`src/rtl/seg_scan_pkg.sv`:
```
// Shared types and constants for the 7-segment scan controller.
// Holds the scan state encoding and the active-low hex segment table.
package seg_scan_pkg;

    typedef enum logic {
        SHOW  = 1'b0,
        BLANK = 1'b1
    } state_t;

    // Segment vectors are active-low, bit6=a ... bit0=g.
    localparam logic [6:0] SEG_OFF = 7'h7F;

    localparam logic [6:0] SEG_TABLE [16] = '{
        7'b0000001, // 0
        7'b1001111, // 1
        7'b0010010, // 2
        7'b0000110, // 3
        7'b1001100, // 4
        7'b0100100, // 5
        7'b0100000, // 6
        7'b0001111, // 7
        7'b0000000, // 8
        7'b0001100, // 9
        7'b0001000, // A
        7'b1100000, // b
        7'b0110001, // C
        7'b1000010, // d
        7'b0110000, // E
        7'b0111000  // F
    };

    // Counter width able to hold 0..max_val-1, never narrower than one bit.
    function automatic int cnt_width(input int max_val);
        return (max_val > 1) ? $clog2(max_val) : 1;
    endfunction

endpackage

```
`src/rtl/seg_hex_dec.sv`:
```
// Combinational hex-to-segment decoder using the shared active-low table.
module seg_hex_dec
    import seg_scan_pkg::*;
(
    input  logic [3:0] hex,
    output logic [6:0] seg
);

    assign seg = SEG_TABLE[hex];

endmodule

```
`src/rtl/seg_scan_ctrl.sv`:
```
// Time-multiplexed scan controller for common-anode 7-segment digits.
// Define SEG_SCAN_BLINK_EN to add blink_mask and a frame-based blink phase.
module seg_scan_ctrl
    import seg_scan_pkg::*;
#(
    parameter int NUM_DIGITS   = 8,
    parameter int CLK_DIV      = 50000,
    parameter int BLANK_CYC    = 500
`ifdef SEG_SCAN_BLINK_EN
    ,
    parameter int BLINK_FRAMES = 64
`endif
) (
    input  logic                          clk,
    input  logic                          rst,
    input  logic                          wr_en,
    input  logic [$clog2(NUM_DIGITS)-1:0] wr_idx,
    input  logic [3:0]                    wr_data,
    input  logic [NUM_DIGITS-1:0]         dig_en,
`ifdef SEG_SCAN_BLINK_EN
    input  logic [NUM_DIGITS-1:0]         blink_mask,
`endif
    output logic [6:0]                    seg,
    output logic [NUM_DIGITS-1:0]         an,
    output logic                          frame_tick
);

    localparam int PW      = $clog2(NUM_DIGITS);
    localparam int CNT_MAX = (CLK_DIV > BLANK_CYC) ? CLK_DIV : BLANK_CYC;
    localparam int CW      = cnt_width(CNT_MAX);

    localparam logic [CW-1:0] SHOW_LAST  = CW'(CLK_DIV - 1);
    localparam logic [CW-1:0] BLANK_LAST = CW'(BLANK_CYC - 1);
    localparam logic [PW-1:0] PTR_LAST   = PW'(NUM_DIGITS - 1);

    state_t          state, next_state;
    logic [PW-1:0]   ptr, next_ptr;
    logic [CW-1:0]   cnt, next_cnt;
    logic            frame_end;

    logic [3:0]      mem [NUM_DIGITS];
    logic [6:0]      dec_seg;
    logic [NUM_DIGITS-1:0] eff_en;

    // ------------------------------------------------------------------
    // Digit storage
    // ------------------------------------------------------------------
    // NOTE: the storage array is explicitly reset because cleared digits on
    // reset are part of the visible behaviour, not just a simulation nicety.
    always_ff @(posedge clk) begin
        if (rst) begin
            for (int i = 0; i < NUM_DIGITS; i++) begin
                mem[i] <= '0;
            end
        end else if (wr_en && (int'(wr_idx) < NUM_DIGITS)) begin
            mem[wr_idx] <= wr_data;
        end
    end

    // ------------------------------------------------------------------
    // Scan FSM: state register
    // ------------------------------------------------------------------
    // NOTE: all clocked state uses non-blocking assignments so every register
    // samples pre-edge values regardless of process ordering.
    always_ff @(posedge clk) begin
        if (rst) begin
            state <= SHOW;
            ptr   <= '0;
            cnt   <= '0;
        end else begin
            state <= next_state;
            ptr   <= next_ptr;
            cnt   <= next_cnt;
        end
    end

    // ------------------------------------------------------------------
    // Scan FSM: next-state logic
    // ------------------------------------------------------------------
    // NOTE: every output of this block gets a default first so no path can
    // leave a value unassigned and infer a latch.
    always_comb begin
        next_state = state;
        next_ptr   = ptr;
        next_cnt   = cnt + CW'(1);
        frame_end  = 1'b0;

        unique case (state)
            SHOW: begin
                if (cnt == SHOW_LAST) begin
                    next_state = BLANK;
                    next_cnt   = '0;
                end
            end
            BLANK: begin
                if (cnt == BLANK_LAST) begin
                    next_state = SHOW;
                    next_cnt   = '0;
                    if (ptr == PTR_LAST) begin
                        next_ptr  = '0;
                        frame_end = 1'b1;
                    end else begin
                        next_ptr  = ptr + PW'(1);
                    end
                end
            end
            default: begin
                next_state = SHOW;
                next_cnt   = '0;
            end
        endcase
    end

    // ------------------------------------------------------------------
    // Effective digit enable (optionally gated by the blink phase)
    // ------------------------------------------------------------------
`ifdef SEG_SCAN_BLINK_EN
    localparam int BW = cnt_width(BLINK_FRAMES);
    localparam logic [BW-1:0] BLINK_LAST = BW'(BLINK_FRAMES - 1);

    logic [BW-1:0] frame_cnt;
    logic          blink_off;

    // Counts on the same condition that raises frame_tick, so the new phase
    // lines up with the first digit of the following frame.
    always_ff @(posedge clk) begin
        if (rst) begin
            frame_cnt <= '0;
            blink_off <= 1'b0;
        end else if (frame_end) begin
            if (frame_cnt == BLINK_LAST) begin
                frame_cnt <= '0;
                blink_off <= ~blink_off;
            end else begin
                frame_cnt <= frame_cnt + BW'(1);
            end
        end
    end

    assign eff_en = dig_en & ~(blink_mask & {NUM_DIGITS{blink_off}});
`else
    assign eff_en = dig_en;
`endif

    // ------------------------------------------------------------------
    // Registered outputs
    // ------------------------------------------------------------------
    seg_hex_dec u_dec (
        .hex (mem[ptr]),
        .seg (dec_seg)
    );

    // A disabled digit keeps its full SHOW slot so brightness stays uniform.
    always_ff @(posedge clk) begin
        if (rst) begin
            seg        <= SEG_OFF;
            an         <= '1;
            frame_tick <= 1'b0;
        end else begin
            frame_tick <= frame_end;
            if (state == SHOW && eff_en[ptr]) begin
                seg <= dec_seg;
                an  <= ~(NUM_DIGITS'(1) << ptr);
            end else begin
                seg <= SEG_OFF;
                an  <= '1;
            end
        end
    end

endmodule
```
`config.mk`:
```
export PLATFORM = sky130hd
export DESIGN_NAME = seg_scan_ctrl
export DESIGN_NICKNAME = d
export VERILOG_FILES = /design/src/rtl/seg_scan_pkg.sv /design/src/rtl/seg_hex_dec.sv /design/src/rtl/seg_scan_ctrl.sv
export SDC_FILE = /design/constraint.sdc
export NUM_CORES = 1
export LEC_CHECK = 0
export CAP_MARGIN = 10
export CORE_ASPECT_RATIO = 0.9
export CORE_MARGIN = 3
export CORE_UTILIZATION = 56
export CTS_CLUSTER_DIAMETER = 150
export DETAILED_ROUTE_END_ITERATION = 6
export PLACE_DENSITY = 0.9
export SYNTH_ARGS = -nofsm -noshare
export SYNTH_HDL_FRONTEND = slang
export SYNTH_HIERARCHICAL = 1
export SYNTH_SLANG_ARGS = --single-unit
```
`constraint.sdc`:
```
create_clock -name clk -period 3.5 [get_ports clk]
set_clock_uncertainty 0.1 [all_clocks]
set_input_delay 0.525 -clock clk [delete_from_list [all_inputs] [get_ports clk]]
set_output_delay 0.525 -clock clk [all_outputs]
set_load 0.05 [all_outputs]
```
# == Word-level counts from Yosys, hierarchy flattened ==
# Memories as Yosys holds them, arrays and structs flattened. A register that Yosys moved wholly into a read port is not among the register bits.
# Cells that the tools add are included.
# totals
inputBits,18
n_memories,2
rom_bits,112
output_inout_bits,16
ramBits,32
register_bits,29
# classes
addsub,2
n_mux,20
eq_ne,3
magnitude_cmp,1
reduce_logical,5
shift,1
bitwise_logic,5
# memory_table
memory,depth,word_bits,read_ports,rd_clocked_by_memory_dff,write_ports,line_no,source
(no name shown),16,7,1,1,0,seg_hex_dec.sv:9,assign seg = SEG_TABLE[hex];
mem,8,4,1,1,8,seg_scan_ctrl.sv:41,logic [3:0] mem [NUM_DIGITS];
# op_table
operator,count
16-bit two-way mux,2
16-bit one-hot mux with 2 select lines,1
"16-bit by 1-bit adder with 16-bit output, second input constant",1
"16-bit == test, second input constant",1
"16-bit by 9-bit == test with 1-bit output, second input constant",1
3-bit two-way mux,4
1-bit two-way mux,10
8-bit NOT,1
"1-bit by 3-bit left shift with 8-bit output, first input constant",1
4-bit NOT with 5-bit output,1
"3-bit by 4-bit less-than comparator with 1-bit output, second input constant",1
4-bit two-way mux,1
4-bit OR reduction,1
"3-bit by 1-bit adder with 3-bit output, second input constant",1
1-bit binary-select mux with 3-bit select,1
"3-bit == test, second input constant",1
1-bit NOT,3
3-bit OR reduction,1
1-bit one-hot mux with 2 select lines,1
2-bit AND reduction,1
2-bit OR reduction,1
1-bit logical AND,1

# == Longest topological paths before layout ==
# Gate-level depths: netlist (run 1).
# logic_depth
depth_word,5
depth_mapped,9
ltp_nobuf,8

# == Cells and area by module ==
# The synthesis (run 1) kept the hierarchy.
# modules_own_cells
mod,n_inst,cells_each,area_each_um2,seq_area_each_um2
seg_scan_ctrl,1,254,3085.5,1741.7
seg_hex_dec,1,33,255.2,0.0

# == Worst setup path after synthesis (run 1) ==
# Ideal clock, no wire load.
# synth_path
path_kind,register -> register
startpoint,reg with a tool-made name
endpoint,reg seg[5]
path_stages_with_launch,10
setup_time_ns,0.123
setup_slack_ns,0.979
n_path_buf,1
arrival_ns,2.297
required_ns,3.277
synth_period_minus_slack_ns,2.521
path_cell_list,dfxtp_1 -> buf_2 -> mux4_2 -> mux2_2 -> inv_1 -> ha_1 -> nand2b_2 -> o21ai_2 -> a32o_1 -> or2_2
# synth_lines
item,line_no,source
end: declaration,seg_scan_ctrl.sv:23,"output logic [6:0] seg,"

==> results of run 1 <==
==> per-stage QoR <==
stage,total power [uW],utilization,instances,setup WS (ps)
floorplan,1019,-,287,979.5
global placement,1069,0.6484,383,804.9
detailed placement,1074,0.6484,383,717.8
CTS,1768,0.6886,399,661.6
global route,1816,0.6886,399,510.6
finish,1761,0.6886,399,690.4
==> path summary, 6_finish.rpt <==
path / endpoint / slack, ps / start / cells after the start
hold reg to reg: cnt[0] / 370 / cnt[0] / 1
setup reg to reg: seg[5] / 690 / flop / 8
setup / recovery: seg[5] / 690 / flop / 8
hold / removal: cnt[0] / 370 / cnt[0] / 1
==> power by group <==
group	switching, uW	internal, uW
clock	315	389
combinational	80.7	63.7
sequential	14.7	898
==> area by class of cell <==
| class | count | area (um2) |
|---|---|---|
| Sequential cell | 71 | 1742 |
| Multi-Input combinational cell | 196 | 1504 |
| Timing Repair Buffer | 33 | 330.3 |
| Fill cell | 384 | 1783 |
| Inverter | 13 | 48.80 |
| Clock buffer | 12 | 198.9 |
| Tap cell | 70 | 87.58 |
| Clock inverter | 4 | 31.28 |
==> state kept, by name (all words and copies together) (netlist names), named ones only <==
register / cells
seg: 7
mem: 32
frame_tick: 1
cnt: 16
state: 1
ptr: 3
an: 8
==> cells by family (layout without fill, tap and decap cells) <==
family / Yosys count / in the layout
AO/OA/AOI/OAI: 22 / 22
multiplexers: 22 / 22
flip-flops: 71 / 71
buffers and inverters: 20 / 62
AND/OR/NAND/NOR: 126 / 126
XOR/XNOR: 13 / 13
adder cells (fa/ha/maj): 13 / 13
==> synthesized netlist by cell type (3+ instances only) <==
master / number
dfxtp_1: 39
and2_1: 32
edfxtp_1: 32
nor2_1: 29
ha_1: 13
nand2_1: 12
inv_1: 11
mux4_2: 10
or2_2: 10
xnor2_1: 10
nor3_1: 8
o21ai_0: 8
mux2i_1: 7
nand3_1: 7
mux2_2: 5
nand4_1: 5
and3_1: 4
nand2b_1: 4
a21oi_1: 3
buf_2: 3
nor4_1: 3
o21ai_1: 3
xor2_1: 3
==> per-layer routing <==
metal / global-route usage / up-vias / part of all wire
met2: 0.3170 / 65 / 0.49
li1: - / 1089 / -
met4: 0.09663 / 0 / 0.018
met5: 0 / - / 0
met3: 0.03631 / 8 / 0.047
met1: 0.2515 / 1063 / 0.44
==> flow_summary.toml, run 1 <==
[synthesis]
synth_area_um2 = 3341
synthMuxAreaShare = 0.1052
synthCells = 287
ys_top_cells_by_area = "edfxtp_1 (29%), dfxtp_1 (23%), mux4_2 (6.7%)"
synth_fa_ha_area_frac = 0.04869
ys.flop_type = "dfxtp_1"
yosys_warnings = 6
synth-edff-count = 32
synth-simple-area-share = 0.2199
synth_top_family_by_area = "simple AND/OR/NAND/NOR gates"
synth_cell_type_count = 44
synth_xor_area_frac = 0.03408
async_flop_share = 0
syn_area_per_cell_um2 = 11.64
ys_seq_area_frac = 0.5213
ys_seq_elements = 71
synth-compound-area-share = 0.04232
synth_top_area_cell = "edfxtp_1"
syn-num-nets = 318
synth_top_area_share = 0.2876

[cells_and_area]
diodes = 0
fin_nets = 355
syn_to_final_growth_pct = 18.01
final_common_cell = "dfxtp_1"
drive_gt1_frac = 0.1489
fin_area_um2 = 3943
final_cell_mix = "dfxtp_1 (39), clkdlybuf4s50_1 (33), and2_1 (32), edfxtp_1 (32), nor2_1 (29)"

[detailed_routing]
initialDrtViolationCount = 141
vias_per_cell = 5.576
routedWlPerCell_um = 15.49
dr_total_vias = 2225
ant_nets = 0
drtPass1Iterations = 4
drcViolationCount = 0
wirelength_um = 6179

[cts]
clk_latency_ps = 350
numCtsBuffers = 9
root_buffer = "clkbuf_8"
cts_setup_buffers = 0
cts_resized = 0
tritoncts = "built"
cts.sinks = 71
cts_buffer_depth = 2
h-tree-depth = 3
cts_hold_buf = 0
cts.clk_slew.worst_paths_ps = 80

[critical_path]
crit_path_start_kind = "flop"
cp_cell_sequence = "mux4_2, mux2_2, inv_1, ha_1, nand2b_2, o21ai_2, a32o_1, or2_2"
crit_required_ps = 3640
cpLargestDelayFamily = "multiplexers"
cpMaxStageDelayCell = "dfxtp_1"
crit_arrival_ps = 2950
slowest_delay_ps = 640
critPathMaxFanout = 8
crit_type = "reg -> reg"
cp-end-kind = "flop"
critPathBufInv = 1

[floorplanning]
initial_utilization = 0.5835
fp.dieH_um = 79.28
io_pins = 34
rows = 26
die_x_um = 87.42
dieArea_um2 = 6930
core_um2 = 5725

[power_and_ir_drop]
p_leak_uw = 0.001425
ir_drop_v = 0.0004342
power.density_nw_per_um2 = 446.8

[timing]
fin_hold_ws_ps = 372.5
timing.fmax_mhz = 355.9
setup_viol = 0
hold_viol = 0
tightest_slew_ps = 729.7
rsz0062_at_grt = "false"
slew_viol_final = 0
min_period_ps = 2810
relSlewSlack = 0.5084
finalSetupTns_ps = 0
min_period_over_period = 0.8027

[global_routing]
grt_pass1_vias = 2150
overflow = 0
grt_util_all_layers = 0.1961
antenna_found_initial = 0
grt_first_pass_wirelength_um = 10180
grt_max_degree = 17

[placement]
dp_hpwl_um = 4385
place_congestion = 0.8028
port_buffers = 33
dpl_cell_area_um2 = 3712

[run]
max_cap_violations = 0

[status]
status = "completed"

[min_path]
hold_class = "reg -> reg"
Power figures use the tool's default switching activity.
==> run 2: changes to the inputs <==
==> constraint.sdc (replaced) <==
create_clock -name clk -period 2.73 [get_ports clk]
set_clock_uncertainty 0.1 [all_clocks]
set_input_delay 0.4095 -clock clk [delete_from_list [all_inputs] [get_ports clk]]
set_output_delay 0.4095 -clock clk [all_outputs]
set_load 0.05 [all_outputs]
==> flow_summary.toml, run 2 (same netlist as run 1, synthesis figures left out) <==
[detailed_routing]
ant_nets = 0
drt-met1-wl_um = 2662
wl_met3_um = 367
initialDrtViolationCount = 126
dr_total_vias = 2288
routedWlPerCell_um = 15.60
highest_layer = "met4"
drtPass1Iterations = 4
wl_met2_um = 3134
vias_per_cell = 5.677
drcViolationCount = 0
wirelength_um = 6286

[cts]
cts.clk_slew.worst_paths_ps = 70
tritoncts = "built"
numCtsBuffers = 9
cts.sinks = 71
root_buffer = "clkbuf_8"
h-tree-depth = 3
cts_hold_buf = 0
clk_latency_ps = 340
cts_buffer_depth = 2

[critical_path]
cp-end-kind = "flop"
crit_path_start_kind = "flop"
crit_arrival_ps = 2680
crit_type = "reg -> reg"
critPathMaxFanout = 6
reg2reg_to = "seg[5]"
crit_required_ps = 2860
reg2reg_depth = 8
regToRegSetupSlack_ps = 180

[cells_and_area]
multi_input_area_um2 = 1504
drive_gt1_frac = 0.1592
largest_reg_flops = 32
top_register = "mem"
final_cell_mix = "dfxtp_1 (38), clkdlybuf4s50_1 (33), and2_1 (32), edfxtp_1 (32), nor2_1 (29)"
seq_area_um2 = 1743
final_common_cell = "dfxtp_1"
fin_nets = 359
fillCellCount = 358
syn_to_final_growth_pct = 18.58
top_regs = "mem: 32 flops, cnt: 16 flops, an: 8 flops"
diodes = 0

[timing]
min_period_over_period = 0.9357
min_period_ps = 2554
worst_slack_ps = 175.6
setup_viol = 0
slew_viol_final = 0
rsz0062_at_grt = "false"
timing.fmax_mhz = 391.5
hold_viol = 0
tightest_slew_ps = 699.3
relSlewSlack = 0.5324
finalSetupTns_ps = 0

[placement]
dpl_worst_slack_ps = 96.85
place_congestion = 0.8427
dp_hpwl_um = 4583
port_buffers = 33

[min_path]
hold_class = "reg -> reg"
min_to = "cnt[0]"
worstHoldPathCells = 1
holdCritStartpoint = "cnt[0]"

[power_and_ir_drop]
power.density_nw_per_um2 = 561.0
p_leak_uw = 0.001442
ir_drop_v = 0.0004266
pwr-share-clk = 0.389
switching_share = 0.2192
seqPwrFrac = 0.526
p_sw_uw = 487.2
intPower_uw = 1735
combPwrFrac = 0.085

[floorplanning]
dieArea_um2 = 6930
die_x_um = 87.42
core_um2 = 5725
initial_utilization = 0.5835
fp.dieH_um = 79.28
io_pins = 34
rows = 26

[global_routing]
overflow = 0
grt_first_pass_wirelength_um = 10540
grt_pass1_vias = 2207
grt_max_degree = 17
antenna_found_initial = 0
grt_util_all_layers = 0.1993

[status]
status = "completed"

[run]
max_cap_violations = 0
==> run 2: changes by cell type in the layout (fill, tap and decap cells not counted), sizes merged <==
cell / before / now
clkinv: 5 / 2
clkbuf: 12 / 15
buf: 0 / 4
==> run 2: area by class of cell <==
cell class,instances,area share
clock buffers,15,0.05370
clock inverters,1,0.001263
inverters,13,0.01232
multi-input cells,196,0.3797
flip-flops and latches,71,0.4400
well taps,70,0.02211
repair buffers,37,0.09097
==> run 2: how the worst max path moves through the flow <==
stage	from	end	slack, ps	depth (start not counted)
3_3_place_gp	flop	seg[5]	180	8
4_1_cts	flop	seg[5]	60	8
5_1_grt	flop	seg[5]	80	8
2_1_floorplan	flop	seg[5]	210	9
6_report	flop	seg[5]	180	8
3_5_place_dp	flop	seg[5]	100	8
==> run 2: power by group through the flow <==
stage	sequential [uW]	clock, uW	combinational [uW]
final	1170	865	188
after global routing	1170	915	207
after CTS	1170	878	189
after detailed placement	1190	0	186
after global placement	1190	0	181
after floorplan	1210	0	97.1
==> run 2: per-stage QoR <==
stage	instance area (um2)	cells	utilization	total power [uW]	hold slack, ps
after global placement	3742	387	0.6536	1373	354.9
after global routing	3961	403	0.6919	2294	399.2
after CTS	3960	403	0.6917	2236	382.8
after detailed placement	3742	387	0.6536	1380	366.9
final	3961	403	0.6919	2222	381.7
after floorplan	3341	287	-	1307	337.0
==> run 2: worst max-delay path, stage by stage (launching register included) <==
cell,delay (ps)
dfxtp_2,420
mux4_2,530
mux2_2,320
inv_1,150
ha_1,280
nand2b_2,100
o21ai_2,50
a32o_1,200
or2_2,290
==> run 2: per-layer routing <==
layer  vias up  GRT usage
met5         -          0
met4         0    0.08896
met3        10    0.04149
met2        78     0.3200
met1      1105     0.2588
li1       1095          -
==> run 2: what timing repair did <==
item	in CTS	in global routing
endpoints found under the setup margin	0	1
resized for setup	0	1
buffers inserted	0	0
